[src/rtl/fft_twiddle_gen.sv]
// Twiddle-factor generator for a radix-2 DIF FFT: loadable quarter-wave cosine table plus a
// stage sequencer that streams W_N^k for every butterfly group of one stage.
module fft_twiddle_gen #(
  parameter int unsigned DW    = 16,
  parameter int unsigned LOG2N = 6
) (
  input  logic                       clk,
  input  logic                       rst_n,
  input  logic                       tbl_we,
  input  logic [LOG2N-2:0]           tbl_waddr,
  input  logic [DW-1:0]              tbl_wdata,
  input  logic                       start,
  input  logic [$clog2(LOG2N)-1:0]   stage,
  output logic                       busy,
  output logic                       done,
  output logic                       out_valid,
  input  logic                       out_ready,
  output logic [DW-1:0]              tw_re,
  output logic [DW-1:0]              tw_im,
  output logic [LOG2N-2:0]           tw_k
);

  localparam int unsigned N    = 1 << LOG2N;
  localparam int unsigned KW   = LOG2N - 1;
  localparam int unsigned SW   = $clog2(LOG2N);
  localparam int unsigned QTR  = N / 4;
  localparam int unsigned HALF = N / 2;
  localparam int unsigned TD   = QTR + 1;

  typedef enum logic [1:0] {StIdle, StRun, StDrain} state_e;

  state_e          state_q, state_d;
  logic [SW-1:0]   s_q, s_d, s_start, issue_s;
  logic [KW-1:0]   j_q, j_d, issue_j, issue_k;
  logic            issue, issue_last, stall, accept_last, done_d, done_q;
  logic            quad_lo;
  logic [KW-1:0]   idx_a, idx_b;

  logic [DW-1:0]   tbl_q [TD];

  // P1: exponent and table indices
  logic            v1_q, last1_q, negre1_q;
  logic [KW-1:0]   k1_q, ia1_q, ib1_q;
  // P2: table read data
  logic            v2_q, last2_q, negre2_q;
  logic [KW-1:0]   k2_q;
  logic [DW-1:0]   ra2_q, rb2_q;
  // P3: output registers
  logic            out_valid_q, last3_q;
  logic [DW-1:0]   tw_re_q, tw_im_q;
  logic [KW-1:0]   tw_k_q;

  // Index of the last group in stage s: M-1 = (N/2 >> s) - 1.
  function automatic logic [KW-1:0] last_index(input logic [SW-1:0] s);
    last_index = KW'((HALF >> s) - 1);
  endfunction

  // Two's-complement negate; the most negative code maps to the most positive one.
  function automatic logic [DW-1:0] sat_neg(input logic [DW-1:0] x);
    if (x == {1'b1, {(DW-1){1'b0}}}) begin
      sat_neg = {1'b0, {(DW-1){1'b1}}};
    end else begin
      sat_neg = '0 - x;
    end
  endfunction

  assign busy      = (state_q != StIdle);
  assign done      = done_q;
  assign out_valid = out_valid_q;
  assign tw_re     = tw_re_q;
  assign tw_im     = tw_im_q;
  assign tw_k      = tw_k_q;

  assign stall       = out_valid_q && !out_ready;
  assign accept_last = out_valid_q && out_ready && last3_q;
  assign s_start     = (stage > SW'(LOG2N - 1)) ? SW'(LOG2N - 1) : stage;

  always_comb begin
    state_d = state_q;
    s_d     = s_q;
    j_d     = j_q;
    issue   = 1'b0;
    issue_j = '0;
    issue_s = s_q;
    done_d  = 1'b0;
    case (state_q)
      StIdle: begin
        // The accepting edge already issues j = 0, which keeps first-word latency at three.
        if (start) begin
          issue   = 1'b1;
          issue_s = s_start;
          s_d     = s_start;
          j_d     = KW'(1);
          state_d = (last_index(s_start) == '0) ? StDrain : StRun;
        end
      end
      StRun: begin
        if (!stall) begin
          issue   = 1'b1;
          issue_j = j_q;
          j_d     = j_q + KW'(1);
          if (j_q == last_index(s_q)) begin
            state_d = StDrain;
          end
        end
      end
      StDrain: begin
        if (accept_last) begin
          state_d = StIdle;
          done_d  = 1'b1;
        end
      end
      default: state_d = StIdle;
    endcase
  end

  always_comb begin
    issue_k    = issue_j << issue_s;
    issue_last = (issue_j == last_index(issue_s));
    quad_lo    = (issue_k < KW'(QTR));
    idx_a      = quad_lo ? issue_k : KW'(HALF - 32'(issue_k));
    idx_b      = quad_lo ? (KW'(QTR) - issue_k) : (issue_k - KW'(QTR));
  end

  always_ff @(posedge clk or negedge rst_n) begin
    if (!rst_n) begin
      state_q <= StIdle;
      s_q     <= '0;
      j_q     <= '0;
      done_q  <= 1'b0;
    end else begin
      state_q <= state_d;
      s_q     <= s_d;
      j_q     <= j_d;
      done_q  <= done_d;
    end
  end

  always_ff @(posedge clk or negedge rst_n) begin
    if (!rst_n) begin
      for (int i = 0; i < TD; i++) begin
        tbl_q[i] <= '0;
      end
    end else if (tbl_we && !busy && (tbl_waddr <= KW'(QTR))) begin
      tbl_q[tbl_waddr] <= tbl_wdata;
    end
  end

  always_ff @(posedge clk or negedge rst_n) begin
    if (!rst_n) begin
      v1_q        <= 1'b0;
      last1_q     <= 1'b0;
      negre1_q    <= 1'b0;
      k1_q        <= '0;
      ia1_q       <= '0;
      ib1_q       <= '0;
      v2_q        <= 1'b0;
      last2_q     <= 1'b0;
      negre2_q    <= 1'b0;
      k2_q        <= '0;
      ra2_q       <= '0;
      rb2_q       <= '0;
      out_valid_q <= 1'b0;
      last3_q     <= 1'b0;
      tw_re_q     <= '0;
      tw_im_q     <= '0;
      tw_k_q      <= '0;
    end else if (!stall) begin
      v1_q <= issue;
      if (issue) begin
        last1_q  <= issue_last;
        negre1_q <= !quad_lo;
        k1_q     <= issue_k;
        ia1_q    <= idx_a;
        ib1_q    <= idx_b;
      end
      v2_q <= v1_q;
      if (v1_q) begin
        last2_q  <= last1_q;
        negre2_q <= negre1_q;
        k2_q     <= k1_q;
        ra2_q    <= tbl_q[ia1_q];
        rb2_q    <= tbl_q[ib1_q];
      end
      out_valid_q <= v2_q;
      if (v2_q) begin
        last3_q <= last2_q;
        tw_k_q  <= k2_q;
        tw_re_q <= negre2_q ? sat_neg(ra2_q) : ra2_q;
        tw_im_q <= sat_neg(rb2_q);
      end
    end
  end

endmodule
[config.mk]
export PLATFORM = sky130hd
export DESIGN_NAME = fft_twiddle_gen
export DESIGN_NICKNAME = d
export VERILOG_FILES = /design/src/rtl/fft_twiddle_gen.sv
export SDC_FILE = /design/constraint.sdc
export NUM_CORES = 1
export LEC_CHECK = 0
export ABC_AREA = 1
export CORE_ASPECT_RATIO = 0.5
export CORE_MARGIN = 4
export CORE_UTILIZATION = 66
export DETAILED_ROUTE_END_ITERATION = 7
export PLACE_DENSITY = 0.81
export SLEW_MARGIN = 20
export SYNTH_ARGS = -nofsm -noshare
export SYNTH_HDL_FRONTEND = slang
export SYNTH_SLANG_ARGS = --single-unit
export TNS_END_PERCENT = 10
[constraint.sdc]
create_clock -name clk -period 3.6 [get_ports clk]
set_input_delay 0.72 -clock clk [delete_from_list [all_inputs] [get_ports clk]]
set_output_delay 0.72 -clock clk [all_outputs]
set_load 0.05 [all_outputs]
; Yosys cells after proc, flatten, opt, wreduce, memory -nomap -nowiden
; Index checks and enable logic that the tools add are counted.
[totals]
out_inout_bits = 40
input_bits = 29
reg_bits = 380
elab_cells = 123
[op_classes]
magnitude_cmp = 7
n_shift = 4
n_bitwise = 4
mux = 33
addsub = 9
n_eq_ne = 10
reduce_logical = 18
[ops]
columns = cell, count
row1 = 272-bit bitwise mux, 1
row2 = 16-bit binary-select mux with 5-bit select, 2
row3 = 16-bit 2-to-1 mux, 8
row4 = 16-bit demux with 5-bit select, 1
row5 = 16-bit == test (second input constant), 2
row6 = 1-bit by 16-bit subtractor with 16-bit output (first input constant), 2
row7 = 5-bit 2-to-1 mux, 6
row8 = 6-bit greater-or-equal comparator (second input constant), 3
row9 = 5-bit inverter with 6-bit output, 3
row10 = 6-bit by 3-bit right shift with 5-bit output (first input constant), 3
row11 = 5-bit by 1-bit subtractor with 5-bit output (second input constant), 3
row12 = 5-bit == test, 2
row13 = 2-bit 2-to-1 mux, 5
row14 = 5-bit case mux with 2 select lines, 1
row15 = 3-bit 2-to-1 mux, 3
row16 = 2-bit inequality test (second input constant), 4
row17 = 1-bit logical AND, 6
row18 = 6-bit by 1-bit less-than comparator with 1-bit output (second input constant), 1
row19 = 2-bit case mux with 3 select lines, 1
row20 = 2-bit AND reduction, 3
row21 = 5-bit by 1-bit adder with 5-bit output (second input constant), 1
row22 = 5-bit <= comparator (second input constant), 1
row23 = 5-bit zero test, 1
row24 = 5-bit less-than comparator (second input constant), 1
row25 = 15 further kinds, 21

; Logic depth before layout (Yosys ltp)
[logic_depth]
ltp_word = 8
ltp_mapped = 18
depth_no_buf = 18

; Worst setup path after synthesis
; OpenSTA, ideal clock, no wires.
[synth_path]
kind = input port to flip-flop
startpoint = in start
endpoint = reg last1_q
t_required_ns = 3.483
setup_slack_ns = 1.433
setup_ns = 0.117
n_path_buf = 0
t_arrival_ns = 2.049
stages = 17
path_cell_list = inv_1 > nand2_1 > nand2_1 > nand2_1 > nand2_1 > nand2_1 > inv_1 > nand2_1 > ha_1 > inv_1 > nand2_1 > nand2_1 > inv_1 > o21ai_0 > nor2_1 > nand3_1 > nand2_1
[synth_via]
elab_chain_len = 5
elab_cells_between_ends = 8
classes_between = add/sub (1) / eq/ne (1) / shift (1) / mux (4) / reduce/logical (1)
[synth_lines]
columns = element, line
row1 = "start, declared", 12  ; input logic start,
row2 = 3-bit 2-to-1 mux, -
row3 = 3-bit 2-to-1 mux, 86  ; case (state_q)
row4 = net issue_s[2], 33  ; logic [SW-1:0] s_q, s_d, s_start, issue_s;
row5 = 6-bit by 3-bit right shift with 5-bit output, 55  ; last_index = KW'((HALF >> s) - 1);
row6 = 5-bit by 1-bit subtractor with 5-bit output, 55
row7 = 5-bit == test, 119  ; issue_last = (issue_j == last_index(issue_s));
row8 = "end signal, assigned", 171  ; last1_q <= issue_last;
row9 = "end, declared", 42  ; logic v1_q, last1_q, negre1_q;
; The timed path passes the listed nets, and every way through them passes these cells.
; A chain may end at the register's enable or synchronous reset.

; Worst setup path after layout
[layout_path]
startpoint = reg state_q[0]
endpoint = out busy
[layout_via]
elab_chain_len = 1
[layout_lines]
columns = element, line
row1 = "start, declared", 32  ; state_e state_q, state_d;
row2 = "start signal, assigned", 127  ; state_q <= StIdle;
row3 = "start signal, assigned", 132  ; state_q <= state_d;
row4 = 2-bit nonzero test, 67  ; assign busy = (state_q != StIdle);
row5 = "end, declared", 14  ; output logic busy,
; Every way passes these cells.

==> flow_summary.toml <==
[timing]
rsz0062_at_grt = "no"
finalClockSkew_ns = 0.0160
fmax_ghz = 0.365
timing.final.hold_violations = 0
worst_pin_slew_ns = 0.950
tns_ns = 0
drv_slew = 0
period_minus_slack_ns = 2.74
max_slew_margin_pct = 36.3
post-route-period-util_pct = 76.1
setup_viol = 0

[worst_setup_path]
max_stage_delay_ns = 0.81
path_cells = "inv_2, nand2_4, clkdlybuf4s50_1"
endpoint_kind = "output port"
crit_start = "state_q[0]"
cp_max_fo = 6
crit_arrival_ns = 2.02
rr_startpoint = "state_q[0]"
startpoint_type = "flip-flop"
path_class = "reg -> out"
crit_slowest_cell = "clkdlybuf4s50_1"
required_ns = 2.88

[placed_design]
dp.cells = 2844
io_buffers = 68
gp_congestion = 0.899
hpwlAfterDp_mm = 35.9
dpl_cell_area_mm2 = 0.0202

[yosys]
synthTopCellsByArea = "dfrtp_1 (50%), nand2_1 (18%), o21ai_0 (10%)"
ys_ff_latch = 376
synthCells = 2463
synth_ff_type = "dfrtp_1"
synth_top_area_share_pct = 49.9
synth-seq-area-share_pct = 49.9
synth-edff-count = 0
netlist_area_mm2 = 0.0188
ys_types = 43
ys.warnings.count = 0
yosys.area.top_type = "dfrtp_1"
synth.avg_cell_area_um2 = 7.65
syn_nets = 2498
async_flop_share_pct = 100

[global_route]
grt_pass1_wl_mm = 89.9
grt_usage_pct = 36.5
grt_overflow = 0
antenna_found_initial = 4
grt_max_degree = 75
grt_pass1_vias = 16400

[detailed_routing]
wl_per_cell_um = 19.6
drt-initial-drc-count = 2393
drt_first_pass_iters = 8
wl_mm = 56.9
drc = 2
vias_per_cell = 6.12
num_vias = 17800
ant_nets = 0

[clock_network]
clk_latency_ns = 0.54
holdBufCountCts = 0
cts.sink_count = 376
cts-root-buf = "clkbuf_16"
cts_made_buffers = 35
cts_resized = 0
cts_setup_buffers = 0
clk_pin_slew_ns = 0.06
cts-htree-levels = 2
cts_tree = "yes"
clockBufferDepth = 3

[pwr]
p_per_area_mw_per_mm2 = 846
p_total_w = 0.0180
p_leak_nw = 10.5
peakVddDrop_mv = 0.690

[floorplan]
die_y_um = 127
pin_count = 69
dieArea_mm2 = 0.0315
die_w_um = 247
coreArea_mm2 = 0.0279
start_util_pct = 67.5
row_count = 43

[cells_and_area]
drive_above_1_share_pct = 9.32
stdcell_count = 2904
syn_to_final_growth_pct = 13.0
fin_util_pct = 76.3
fin_area_mm2 = 0.0213
antenna_cells = 0
nets = 2534

[status]
violations = "design-rule violations"
status = "complete, but fails checks"

[flow_run]
cap_violations = 0

[worst_hold_path]
holdCritPathClass = "in -> async"
==> worst paths after layout <==
| check | cells past startpoint | slack [ns] | to |
|---|---|---|---|
| setup / recovery | 3 | 0.86 | busy |
| hold / removal | 1 | 0.12 | state_q[1] |
| setup reg to reg | 9 | 1.17 | tbl_q[85] |
| hold reg to reg | 2 | 0.47 | out_valid |
| max in group asynchronous | 3 | 2.51 | tbl_q[197] |
| min in group clk | 2 | 0.47 | out_valid |
==> state kept, by name, indices dropped and copies added (netlist names) <==
name       count
done           1
ia1_q          4
ib1_q          4
j_q            5
k1_q           4
k2_q           4
last1_q        1
last2_q        1
last3_q        1
negre1_q       1
negre2_q       1
out_valid      1
ra2_q         16
rb2_q         16
s_q            3
state_q        2
tbl_q        272
tw_im         16
tw_k           5
tw_re         16
v1_q           1
v2_q           1
==> final cells by class <==
cell class | instances | area (um^2)
clock inverters | 8 | 70.1
well taps | 382 | 478
multi-input cells | 1830 | 8390
clock buffers | 52 | 1070
inverters | 100 | 378
repair buffers | 156 | 1500
fillers | 2079 | 6620
flip-flops and latches | 376 | 9410
==> cells by family (layout without fill, tap and decap cells) <==
group	after synthesis	after routing	share of synthesized area (%)
compound gates	523	523	14.3
xor+xnor	25	25	1.16
fa+ha+maj	6	6	0.398
mux	4	4	0.212
flops	376	376	49.9
buf+inv	257	316	5.64
simple gates	1272	1272	28.4
==> synth_stat cells (7+ instances only) <==
| library cell | count |
|---|---|
| buf_2 | 54 |
| inv_1 | 91 |
| nand3_1 | 201 |
| xor2_1 | 19 |
| or2_2 | 57 |
| nand4_1 | 8 |
| o21ai_0 | 389 |
| clkbuf_1 | 86 |
| nor3_1 | 13 |
| dfrtp_1 | 376 |
| nor2_1 | 68 |
| a21oi_1 | 96 |
| buf_1 | 12 |
| nand2_1 | 895 |
| o211ai_1 | 7 |
==> critical path: cells and delay by family (launching register included) <==
kind / cells / cell delay, ns
AND/OR/NAND/NOR: 1 / 0.12
buffers and inverters: 2 / 0.90
flip-flops: 1 / 0.45
==> per-stage QoR <==
stage / hold WS (ns) / setup WS (ns)
4_1_cts: 0.167 / 0.847
6_report: 0.116 / 0.860
3_3_place_gp: 0.458 / 0.631
5_1_grt: 0.188 / 0.791
3_5_place_dp: 0.461 / 0.622
2_1_floorplan: 0.424 / 1.43
==> layout by cell type (no fill, tap or decap), types with 37 or more instances in the layout <==
cell type,n
dfrtp_1,375
clkbuf_16,37
or2_2,57
nand3_1,201
nor2_1,62
clkdlybuf4s50_1,67
inv_1,90
buf_4,76
o21ai_0,389
a21oi_1,96
nand2_1,895
==> power by group <==
group | switching, W | internal, W
Sequential | 0.000693 | 0.00524
Combinational | 0.00557 | 0.00273
Clock | 0.00165 | 0.00213
Total | 0.00791 | 0.0101
==> layer usage <==
layer / up-vias / track usage, % / wire length [um]
met5: - / 0 / 46
met4: 8 / 13.2 / 2020
met3: 195 / 11.9 / 7630
met2: 1120 / 53.4 / 23900
met1: 8330 / 51.7 / 23300
li1: 8110 / - / -
No activity file was read; power rests on OpenSTA's default activity.
